**config.mk**
```make
export PLATFORM = sky130hd
export DESIGN_NAME = frame_reader
export DESIGN_NICKNAME = d
export VERILOG_FILES = /design/src/rtl/video_pkg.sv /design/src/rtl/frame_reader.sv
export SDC_FILE = /design/constraint.sdc
export NUM_CORES = 1
export LEC_CHECK = 0
export BUFFER_PORTS_ARGS = -buffer_cell sky130_fd_sc_hd__buf_2
export CORE_MARGIN = 2
export CORE_UTILIZATION = 48
export CTS_BUF_LIST = sky130_fd_sc_hd__clkbuf_4 sky130_fd_sc_hd__clkbuf_8
export DETAILED_ROUTE_END_ITERATION = 10
export PLACE_DENSITY = 0.79
export SLEW_MARGIN = 20
export SYNTH_ARGS = -nofsm -noshare
export SYNTH_HDL_FRONTEND = slang
export SYNTH_SLANG_ARGS = --single-unit
```
**constraint.sdc**
```tcl
create_clock -name sys_clk -period 2.5 [get_ports sys_clk]
set_clock_uncertainty 0.1 [all_clocks]
set_input_delay 0.25 -clock sys_clk [delete_from_list [all_inputs] [get_ports sys_clk]]
set_output_delay 0.25 -clock sys_clk [all_outputs]
set_load 0.01 [all_outputs]
```
**src/rtl/video_pkg.sv**
```systemverilog
// Shared types and defaults for the video fetch path.
// Holds the frame reader state enum and the raster size defaults.
package video_pkg;

  typedef enum logic [1:0] {
    IDLE,
    WAIT_SPACE,
    REQ,
    RETRY
  } fr_state_e;

  localparam int HDISP_DEF   = 800;
  localparam int VDISP_DEF   = 480;
  localparam int PIXEL_BYTES = 4;

endpackage

```
**src/rtl/frame_reader.sv**
```systemverilog
// Wishbone read master streaming a framebuffer into the pixel FIFO.
// Ports: sys_clk/sys_rst_n, enable, base_adr, wshb_* master, fifo_* write side, frame_done, err_count.
import video_pkg::*;

module frame_reader #(
  parameter int HDISP = HDISP_DEF,
  parameter int VDISP = VDISP_DEF,
  parameter int ADR_W = 32
) (
  input  logic             sys_clk,
  input  logic             sys_rst_n,
  input  logic             enable,
  input  logic [ADR_W-1:0] base_adr,
  output logic             wshb_cyc,
  output logic             wshb_stb,
  output logic             wshb_we,
  output logic [ADR_W-1:0] wshb_adr,
  output logic [3:0]       wshb_sel,
  output logic [2:0]       wshb_cti,
  output logic [1:0]       wshb_bte,
  input  logic [31:0]      wshb_dat_sm,
  input  logic             wshb_ack,
  input  logic             wshb_err,
  input  logic             wshb_rty,
  input  logic             fifo_wfull,
  output logic             fifo_write,
  output logic [31:0]      fifo_wdata,
  output logic             frame_done,
  output logic [15:0]      err_count
);

  localparam int NPIX   = HDISP * VDISP;
  localparam int PW     = (NPIX > 1) ? $clog2(NPIX) : 1;
  localparam int PIX_SH = $clog2(PIXEL_BYTES);

  fr_state_e        state_q, state_d;
  logic [PW-1:0]    pix_cnt_q, pix_cnt_d;
  logic [ADR_W-1:0] base_q, base_d;
  logic             fifo_write_q, fifo_write_d;
  logic [31:0]      fifo_wdata_q, fifo_wdata_d;
  logic             frame_done_q, frame_done_d;
  logic [15:0]      err_count_q, err_count_d;

  logic last_pix;
  logic done;

  assign last_pix = (pix_cnt_q == PW'(NPIX - 1));
  // err and ack both terminate the access; err wins on the data
  assign done = wshb_err | wshb_ack;

  always_comb begin
    state_d      = state_q;
    pix_cnt_d    = pix_cnt_q;
    base_d       = base_q;
    fifo_write_d = 1'b0;
    fifo_wdata_d = fifo_wdata_q;
    frame_done_d = 1'b0;
    err_count_d  = err_count_q;
    unique case (state_q)
      IDLE: begin
        if (enable) begin
          base_d    = base_adr;
          pix_cnt_d = '0;
          state_d   = WAIT_SPACE;
        end
      end
      WAIT_SPACE: begin
        if (!enable) begin
          state_d = IDLE;
        end else if (!fifo_wfull) begin
          state_d = REQ;
        end
      end
      REQ: begin
        if (done) begin
          fifo_write_d = 1'b1;
          fifo_wdata_d = wshb_err ? 32'h0 : wshb_dat_sm;
          if (wshb_err && err_count_q != 16'hFFFF) begin
            err_count_d = err_count_q + 16'd1;
          end
          if (last_pix) begin
            pix_cnt_d    = '0;
            base_d       = base_adr;
            frame_done_d = 1'b1;
          end else begin
            pix_cnt_d = pix_cnt_q + 1'b1;
          end
          state_d = enable ? WAIT_SPACE : IDLE;
        end else if (wshb_rty) begin
          state_d = RETRY;
        end
      end
      RETRY: begin
        state_d = REQ;
      end
      default: begin
        state_d = IDLE;
      end
    endcase
  end

  always_ff @(posedge sys_clk) begin
    if (!sys_rst_n) begin
      state_q      <= IDLE;
      pix_cnt_q    <= '0;
      base_q       <= '0;
      fifo_write_q <= 1'b0;
      fifo_wdata_q <= 32'h0;
      frame_done_q <= 1'b0;
      err_count_q  <= 16'h0;
    end else begin
      state_q      <= state_d;
      pix_cnt_q    <= pix_cnt_d;
      base_q       <= base_d;
      fifo_write_q <= fifo_write_d;
      fifo_wdata_q <= fifo_wdata_d;
      frame_done_q <= frame_done_d;
      err_count_q  <= err_count_d;
    end
  end

  assign wshb_cyc   = (state_q == REQ);
  assign wshb_stb   = (state_q == REQ);
  assign wshb_we    = 1'b0;
  // pix_cnt only moves on termination, so the address holds through REQ
  assign wshb_adr   = base_q + (ADR_W'(pix_cnt_q) << PIX_SH);
  assign wshb_sel   = 4'hF;
  assign wshb_cti   = 3'b000;
  assign wshb_bte   = 2'b00;
  assign fifo_write = fifo_write_q;
  assign fifo_wdata = fifo_wdata_q;
  assign frame_done = frame_done_q;
  assign err_count  = err_count_q;

endmodule

```
==> results.md, run 1 <==
- Crit path max-delay family: compound AO/OA/AOI/OAI gates
- Critical Path Start: base_q[2]$_SDFFE_PN0P_
- Die area: 11810 µm²
- Antenna diode count: 0
- Drc violations: 0
- Total Wirelength: 15600 µm
- H-tree depth: 3
- Initial drt markers: 334
- Placed insts: 904
- Crit-path max FO: 5
- Final Max Slew Viols: 0
- Setup WS post-layout: -364.6 ps
- Clock sink count: 103
- Core footprint: 10750 µm²
- Synth cell count leaders: dfxtp_1, nand2_1, nand3_1
- Clock Root Buffer: clkbuf_8
- CP dominant cell by count: a21oi_2
- Die width: 108.7 µm
- Netlist Area Pre-Place: 5259 µm²
- Slowest cell on crit path: fa_2
- Clock Path Buffers: 2
- RePlAce Congestion: 0.9410
- Seq/Total Area, Yosys: 39.21%
- Clk Latency, worst-skew pair: 380 ps
- Period utilisation layout: 114.6%
- WP depth: 10
- Reg2Reg Setup Slack: 80 ps
- Worst vdd ir: 0.0003343 V
- LEAKAGE: 3.461 nW
- Synth Register Bits: 103
- Yosys top cell area share: 39.21%
- Row cnt: 38
- Relative slew slack: 66.26%
- First-pass GRT wire length: 24450 µm
- Worst reg2reg endpoint: base_q[6]$_SDFFE_PN0P_
- Met2 usage: 43.57%
- Synth cell types: 55
- Final ANT Viol Nets: 0
- Grt met1 use: 31.69%
- Share of layout cells above drive strength 1: 38.93%
- Final Hold Fails: 0
- Top-Level Pins: 165
- Hold Path Stages: 3
- Top-count cell post-synth: dfxtp_1
- Vias/cell: 5.456
- Synth top area cells: dfxtp_1, xor2_1, a22o_1
- Ys Warns: 0
- Busiest grt layer: met2
- GRT overflow: 0
- Port bufs: 154
- Nets: 934
- Crit path capture type: primary output
- Max-cap viol count: 0
- Buf+Inv Stages, Crit Path: 2
- Failing checks: setup timing
- Starting Density: 48.94%
- Worst path max stage delay: 380 ps
- PwrDens: 424.6 nW/µm²
- Vias in the first global route: 5204
- Drt first pass iters: 5
- Reg-to-Reg Start: pix_cnt_q[1]$_SDFFE_PN0P_
- Die extent in y: 108.7 µm
- Setup CP Type: reg -> out
- RSZ-0062 raised after global routing: true
- Data arrival time at the worst-slack endpoint: 2510 ps
- Worst hold margin: 10.74 ps
- Asr flop ratio synth: 0%
- Final Non-Filler Cells: 985
- Initial antenna violation count: 0
- Period minus WS final: 2865 ps
- Final setup fails: 23
- Num CTS Buffers: 9
- Post-Synthesis Cells: 598
- Grt met3 use: 7.412%
- Fmax: 349.1 MHz
- Startpoint Class: flop
- CP Cell Sequence: ha_4, inv_2, fa_2, nor2b_4, o2111ai_4, a21oi_2, o21ai_2, a21oi_2, xor2_1, buf_2
- WP data required: 2150 ps
- Largest net degree at the start of global routing: 47
- Worst hold path type: in -> reg
- Total GRT Usage: 26.39%
- Status: finished, violations left
- Setup TNS: -5677 ps
- FF-to-FF path depth: 10
- Post-DP HPWL: 9534 µm
- CTS tree: yes
- Area Growth Syn to Fin: 43.99%
- Most used DFF post-synth: dfxtp_1
- Clock transition at the registers of the reported paths: 100 ps
- Synth area leader: dfxtp_1
- Slew @ Worst Pin: 506.1 ps
- Mean Syn Cell Area: 8.794 µm²
- Worst setup path endpoint: wshb_adr[26]
- Vias: 5374
- EDFF count, synth: 0
- WL per Instance: 15.84 µm
per-layer routing:
metal | up-vias | part of all wire [%]
met5 | - | 0
met4 | 0 | 3.2
met3 | 43 | 8.4
met2 | 266 | 47
met1 | 2489 | 41
li1 | 2576 | -
layout by cell type (no fill, tap or decap), types with 7 or more instances in the layout:
| master | instances |
|---|---|
| a21oi_2 | 16 |
| a21oi_1 | 10 |
| ha_4 | 12 |
| nor3_1 | 8 |
| clkbuf_8 | 10 |
| nand2_1 | 64 |
| o21ai_1 | 14 |
| a21o_1 | 8 |
| nand3_1 | 45 |
| dfxtp_2 | 20 |
| dfxtp_1 | 81 |
| conb_1 | 10 |
| and2_1 | 14 |
| nor2_1 | 37 |
| buf_2 | 154 |
| inv_1 | 8 |
| o21ai_2 | 23 |
| buf_6 | 7 |
| xnor2_1 | 20 |
| nand4_1 | 17 |
| xor2_1 | 36 |
| buf_4 | 48 |
| a22o_1 | 32 |
| dlygate4sd3_1 | 56 |
state kept, by name, summed over array words and instances (netlist names):
register,count
pix_cnt_q,19
fifo_write,1
fifo_wdata,32
state_q,2
base_q,32
err_count,16
frame_done,1
worst reg2reg max path: stages (launching register included):
cell	delay (ps)
dfxtp_2	350
buf_6	100
buf_4	100
buf_4	100
ha_2	200
nand3_2	100
or4_4	580
a21o_4	270
buf_6	180
nand3_1	130
o21ai_1	90
kinds of logic after synthesis:
group / synth area share [%]
multiplexers: 0.1903
XOR/XNOR: 9.493
other: 0.1428
flip-flops: 39.21
AND/OR/NAND/NOR: 20.70
buffers and inverters: 5.567
AO/OA/AOI/OAI: 19.32
adder cells (fa/ha/maj): 5.377
cell type report:
| type | count | area [µm²] |
|---|---|---|
| multi-input cells | 452 | 3307 |
| fillers | 798 | 3173 |
| flip-flops and latches | 103 | 2095 |
| repair buffers | 266 | 1790 |
| well taps | 140 | 175.2 |
| clock buffers | 10 | 137.6 |
| clock inverters | 5 | 33.78 |
| inverters | 9 | 33.78 |
how the worst min path moves through the flow:
stage	startpoint	to	slack (ps)
after floorplan	wshb_dat_sm[0]	fifo_wdata[0]$_SDFFE_PN0P_	280
after global placement	base_q[0]$_SDFFE_PN0P_	base_q[0]$_SDFFE_PN0P_	340
after detailed placement	fifo_wdata[7]$_SDFFE_PN0P_	fifo_wdata[7]$_SDFFE_PN0P_	360
after CTS	base_adr[27]	base_q[27]$_SDFFE_PN0P_	0.4
after global routing	base_adr[23]	base_q[23]$_SDFFE_PN0P_	5
final	base_adr[23]	base_q[23]$_SDFFE_PN0P_	10
per-stage QoR:
| stage | power [W] | setup slack, ps | utilization, % | area, µm² |
|---|---|---|---|---|
| 6_report | 0.003215 | -364.6 | 70.47 | 7572 |
| 2_1_floorplan | 0.002014 | 11.49 | - | 5289 |
| 3_5_place_dp | 0.002158 | -254.0 | 59.00 | 6340 |
| 5_1_grt | 0.003356 | -426.5 | 70.47 | 7572 |
| 3_3_place_gp | 0.002146 | -198.5 | 59.00 | 6340 |
| 4_1_cts | 0.003204 | -370.7 | 69.70 | 7490 |
timing repair:
| item | CTS | global route |
|---|---|---|
| hold buffers | 55 | 1 |
| resized for setup | 93 | 14 |
| buffers inserted | 9 | 4 |
| endpoints found under the hold margin | 55 | 1 |
| pin swaps | 35 | 18 |
| setup endpoints to repair | 24 | 31 |
where the power goes:
group	total [W]	switching (W)	internal [W]	leakage (nW)
sequential	0.00173	0.0000422	0.00169	0.847
clock	0.000972	0.000588	0.000384	0.0845
combinational	0.000515	0.000261	0.000254	2.53
total	0.00322	0.000891	0.00232	3.46
(Power assumes the default switching activity.)
==> run 2: changes to the inputs <==
Settings changed: SKIP_CTS_REPAIR_TIMING set to 1.
==> results.md, run 2 (synthesis results as in run 1) <==
- Final Hold Fails: 2 (+2)
- CP dominant cell by count: a211oi_2
- Clock transition at the registers of the reported paths: 100 ps (about the same)
- Initial drt markers: 241 (-28%)
- Buf+Inv Stages, Crit Path: 2 (unchanged)
- Placed Area: 6340 µm² (unchanged)
- Clock share of power: 30.5% (+0.3 points)
- Clk Latency, worst-skew pair: 380 ps (about the same)
- Final Cell Area: 7262 µm² (-4.1%)
- Failing checks: hold timing, setup timing
- Period minus WS final: 2928 ps (+62.92 ps)
- Clock Path Buffers: 2 (unchanged)
- Antenna diode count: 0 (unchanged)
- Core footprint: 10750 µm² (unchanged)
- Crit path capture type: primary output
- Startpoint Class: flop
- WL per Instance: 15.47 µm (-2.3%)
- Fmax: 341.6 MHz (-2.1%)
- Row cnt: 38 (unchanged)
- Share of layout cells above drive strength 1: 37.90% (-1.0 points)
- Placed insts: 904 (unchanged)
- Setup TNS: -5778 ps (-100.6 ps)
- Setup WS post-layout: -427.5 ps (-62.92 ps)
- Worst hold path type: in -> reg
- Drc violations: 0 (unchanged)
- WP data required: 2150 ps (about the same)
- Most frequent cells in the layout: buf_2, dfxtp_1, nand2_1, nand3_1, buf_4
- RSZ-0062 raised after global routing: true
- Slowest cell on crit path: fa_2
- Worst hold margin: -9.185 ps (-19.93 ps)
- Switching share of power: 27.54% (-0.18 points)
- Reg2Reg Setup Slack: 70 ps (about the same)
- Worst path max stage delay: 390 ps (about the same)
- CP Cell Sequence: ha_4, inv_2, fa_2, nor2b_4, o2111ai_4, a211oi_2, a211oi_2, o21bai_1, xor2_1, buf_2
- RePlAce Congestion: 0.9410 (unchanged)
- Nets: 907 (-2.9%)
- Area Growth Syn to Fin: 38.09%
- Final setup fails: 22 (-4.3%)
- Die extent in y: 108.7 µm (unchanged)
- Starting Density: 48.94% (unchanged)
- Worst vdd ir: 0.0003987 V (+19%)
- Crit path max-delay family: compound AO/OA/AOI/OAI gates
- Vias/cell: 5.425 (-0.57%)
- Data arrival time at the worst-slack endpoint: 2580 ps (+70 ps)
- Final Max Slew Viols: 0 (unchanged)
- CTS tree: yes
- Final Non-Filler Cells: 958 (-2.7%)
- Most common cell after layout, fill and taps aside: buf_2
- P_int: 0.002299 W (-1.1%)
- LEAKAGE: 3.340 nW (-3.5%)
- Setup CP Type: reg -> out
- Filler cell count: 841 (+5.4%)
- Port bufs: 154 (unchanged)
- Total Wirelength: 14820 µm (-5.0%)
- Vias: 5197 (-3.3%)
- Combinational share of power: 15.1% (-0.9 points)
- Total GRT Usage: 21.48% (-4.9 points)
- Final ANT Viol Nets: 0 (unchanged)
- Register share of total power: 54.4% (+0.7 points)
- Max-cap viol count: 0 (unchanged)
- First-pass GRT wire length: 20140 µm (-18%)
- Clock Root Buffer: clkbuf_8
- Post-DP HPWL: 9534 µm (unchanged)
- Status: finished, violations left
- GRT overflow: 0 (unchanged)
- Die area: 11810 µm² (unchanged)
- Setup WS pre-CTS: -254.0 ps (unchanged)
- Clock sink count: 103 (unchanged)
- Initial antenna violation count: 0 (unchanged)
- H-tree depth: 3 (unchanged)
- Largest net degree at the start of global routing: 47 (unchanged)
- Crit-path max FO: 3 (-2)
- Drt first pass iters: 5 (unchanged)
- Num CTS Buffers: 9 (unchanged)
- Period utilisation layout: 117.1% (+2.5 points)
- Switch Pwr: 0.0008739 W (-2.0%)
- Top-Level Pins: 165 (unchanged)
- PwrDens: 436.9 nW/µm² (+2.9%)
- Die width: 108.7 µm (unchanged)
- Vias in the first global route: 4423 (-15%)
[run 2: layout make-up]
type	count	area, µm²	area share [%]
multi-input cells	452	3277	45.12
flip-flops and latches	103	2083	28.69
repair buffers	239	1521	20.95
well taps	140	175.2	2.412
clock buffers	10	137.6	1.895
clock inverters	5	33.78	0.4652
inverters	9	33.78	0.4652
[run 2: path summary, 6_finish.rpt]
check,from,endpoint,depth (start not counted)
worst max-delay path,pix_cnt_q[0]$_SDFFE_PN0P_,wshb_adr[18],10
worst min-delay path,base_adr[31],base_q[31]$_SDFFE_PN0P_,3
worst max register to register,pix_cnt_q[10]$_SDFFE_PN0P_,base_q[6]$_SDFFE_PN0P_,8
worst min register to register,base_q[31]$_SDFFE_PN0P_,base_q[31]$_SDFFE_PN0P_,2
[run 2: worst min-delay path: cells and delay by family]
family	cells	cell delay [ps]
buffers and inverters	1	100
and+or+nand+nor	1	50
AOI/OAI and AO/OA	1	50
[run 2: per-layer routing]
layer	routed length, µm	up-vias	global-route usage (%)
li1	-	2530	-
met3	1106	33	5.200
met2	7057	208	35.22
met5	0	-	0
met4	390	0	8.974
met1	6264	2426	27.02
[run 2: power groups by stage]
stage | clock (W) | combinational, W | sequential (W)
final | 0.000968 | 0.000478 | 0.00173
after global routing | 0.00105 | 0.000523 | 0.00173
after detailed placement | 0 | 0.000400 | 0.00176
after CTS | 0.000989 | 0.000401 | 0.00172
after floorplan | 0 | 0.000261 | 0.00175
after global placement | 0 | 0.000390 | 0.00176
[run 2: per-stage QoR]
step | util (%) | total power (W)
3_3_place_gp | 59.00 | 0.002146
5_1_grt | 67.58 | 0.003311
4_1_cts | 60.60 | 0.003110
3_5_place_dp | 59.00 | 0.002158
2_1_floorplan | - | 0.002014
6_report | 67.58 | 0.003173
==> run 3: changes to the inputs <==
Settings changed: CTS_BUF_LIST sky130_fd_sc_hd__clkbuf_4 sky130_fd_sc_hd__clkbuf_8 to sky130_fd_sc_hd__clkbuf_2.
==> results.md, run 3 (synthesis results as in run 1) <==
- RSZ-0062 raised after global routing: true
- Placed insts: 904 (unchanged)
- Clock Root Buffer: clkbuf_2
- Initial drt markers: 277 (+15%)
- Period utilisation layout: 128.8% (+12 points)
- Vias: 5343 (+2.8%)
- Area Growth Syn to Fin: 43.30%
- Clock sink count: 103 (unchanged)
- PwrDens: 389.9 nW/µm² (-11%)
- Buf+Inv Stages, Crit Path: 2 (unchanged)
- Largest net degree at the start of global routing: 47 (unchanged)
- Core footprint: 10750 µm² (unchanged)
- Data arrival time at the worst-slack endpoint: 2870 ps (+290 ps)
- Initial antenna violation count: 0 (unchanged)
- Row cnt: 38 (unchanged)
- WP data required: 2150 ps (about the same)
- Max-cap viol count: 0 (unchanged)
- Die area: 11810 µm² (unchanged)
- CP Cell Sequence: ha_4, inv_2, fa_2, nor2b_4, o2111ai_4, a211oi_2, a211oi_2, o21bai_1, xor2_1, buf_2
- Share of layout cells above drive strength 1: 36.65% (-1.2 points)
- Setup WS post-layout: -720.9 ps (-293.4 ps)
- Worst vdd ir: 0.0003603 V (-9.6%)
- Most frequent cells in the layout: buf_2, dfxtp_1, dlygate4sd3_1, nand2_1, buf_4
- Final Non-Filler Cells: 994 (+3.8%)
- Crit-path max FO: 3 (unchanged)
- Drc violations: 0 (unchanged)
- Startpoint Class: flop
- CTS tree: yes
- Final Hold Fails: 0 (-2)
- Failing checks: setup timing
- Period minus WS final: 3221 ps (+293.4 ps)
- First-pass GRT wire length: 20100 µm (-0.21%)
- Fmax: 310.5 MHz (-9.1%)
- GRT overflow: 0 (unchanged)
- Worst hold path type: in -> reg
- Final Max Slew Viols: 0 (unchanged)
- Total GRT Usage: 21.50% (+0.025 points)
- Crit path max-delay family: compound AO/OA/AOI/OAI gates
- H-tree depth: 3 (unchanged)
- Slew @ Worst Pin: 500.1 ps
- Clock transition at the registers of the reported paths: 250 ps (+150 ps)
- Clock Path Buffers: 2 (unchanged)
- Slowest cell on crit path: dfxtp_2
- RePlAce Congestion: 0.9410 (unchanged)
- Die extent in y: 108.7 µm (unchanged)
- Vias/cell: 5.375 (-0.91%)
- Vias in the first global route: 4417 (-0.14%)
- LEAKAGE: 3.467 nW (+3.8%)
- Drt first pass iters: 5 (unchanged)
- Setup CP Type: reg -> out
- Nets: 943 (+4.0%)
- Top-Level Pins: 165 (unchanged)
- Crit path capture type: primary output
- Num CTS Buffers: 9 (unchanged)
- Starting Density: 48.94% (unchanged)
- CP dominant cell by count: a211oi_2
- Final ANT Viol Nets: 0 (unchanged)
- Final setup fails: 25 (+14%)
- Total Wirelength: 15490 µm (+4.5%)
- WL per Instance: 15.58 µm (+0.74%)
- Setup WS pre-CTS: -254.0 ps (unchanged)
- Antenna diode count: 0 (unchanged)
- Post-DP HPWL: 9534 µm (unchanged)
- Status: finished, violations left
- Port bufs: 154 (unchanged)
- Most common cell after layout, fill and taps aside: buf_2
- Relative slew slack: 66.66%
- Clk Latency, worst-skew pair: 600 ps (+220 ps)
- Worst path max stage delay: 410 ps (+20 ps)
- Die width: 108.7 µm (unchanged)
-- run 3: cell type report --
type | count | area [µm²]
clock buffers | 9 | 45.04
clock inverters | 6 | 37.54
flip-flops and latches | 103 | 2087
well taps | 140 | 175.2
fillers | 794 | 3209
inverters | 9 | 33.78
repair buffers | 275 | 1891
multi-input cells | 452 | 3267
-- run 3: worst reg2reg max path, delay by kind of cell, from the launching register on --
family / cells / cell delay [ps]
compound gates: 2 / 360
buf+inv: 2 / 380
flops: 1 / 420
simple gates: 4 / 1060
-- run 3: path summary, 6_finish.rpt --
kind                              start                      end  slack, ps  cells past startpoint
max           pix_cnt_q[0]$_SDFFE_PN0P_             wshb_adr[18]       -720                     10
min                            wshb_err    fifo_write$_SDFF_PN0_        130                      5
max reg2reg  pix_cnt_q[10]$_SDFFE_PN0P_   base_q[2]$_SDFFE_PN0P_         70                      8
min reg2reg     base_q[31]$_SDFFE_PN0P_  base_q[31]$_SDFFE_PN0P_        380                      2
-- run 3: report_power, final --
part           internal [W]  total [W]  switching, W
combinational      0.000261   0.000520      0.000258
clock              0.000122   0.000685      0.000563
sequential          0.00169    0.00173     0.0000398
total               0.00208    0.00294      0.000862
-- run 3: per-layer routing --
| metal | up-vias | part of all wire [%] | wire [µm] | GRT usage (%) |
|---|---|---|---|---|
| met4 | 0 | 2.2 | 339 | 9.249 |
| met5 | - | 0 | 0 | 0 |
| met3 | 35 | 7.0 | 1080 | 5.200 |
| met2 | 215 | 49 | 7575 | 35.13 |
| met1 | 2495 | 42 | 6495 | 27.06 |
| li1 | 2598 | - | - | - |
-- run 3: stage by stage --
stage                     instance area [µm²]  hold slack, ps  setup TNS (ps)  power (W)  util (%)
final                                    7536           130.7          -12530   0.002938     70.13
after floorplan                          5289           275.6               0   0.002014         -
after global routing                     7536           106.6          -16010   0.003076     70.13
after global placement                   6340           340.7           -1161   0.002146     59.00
after detailed placement                 6340           359.7           -1542   0.002158     59.00
after CTS                                6422          -333.0          -17300   0.002835     59.77
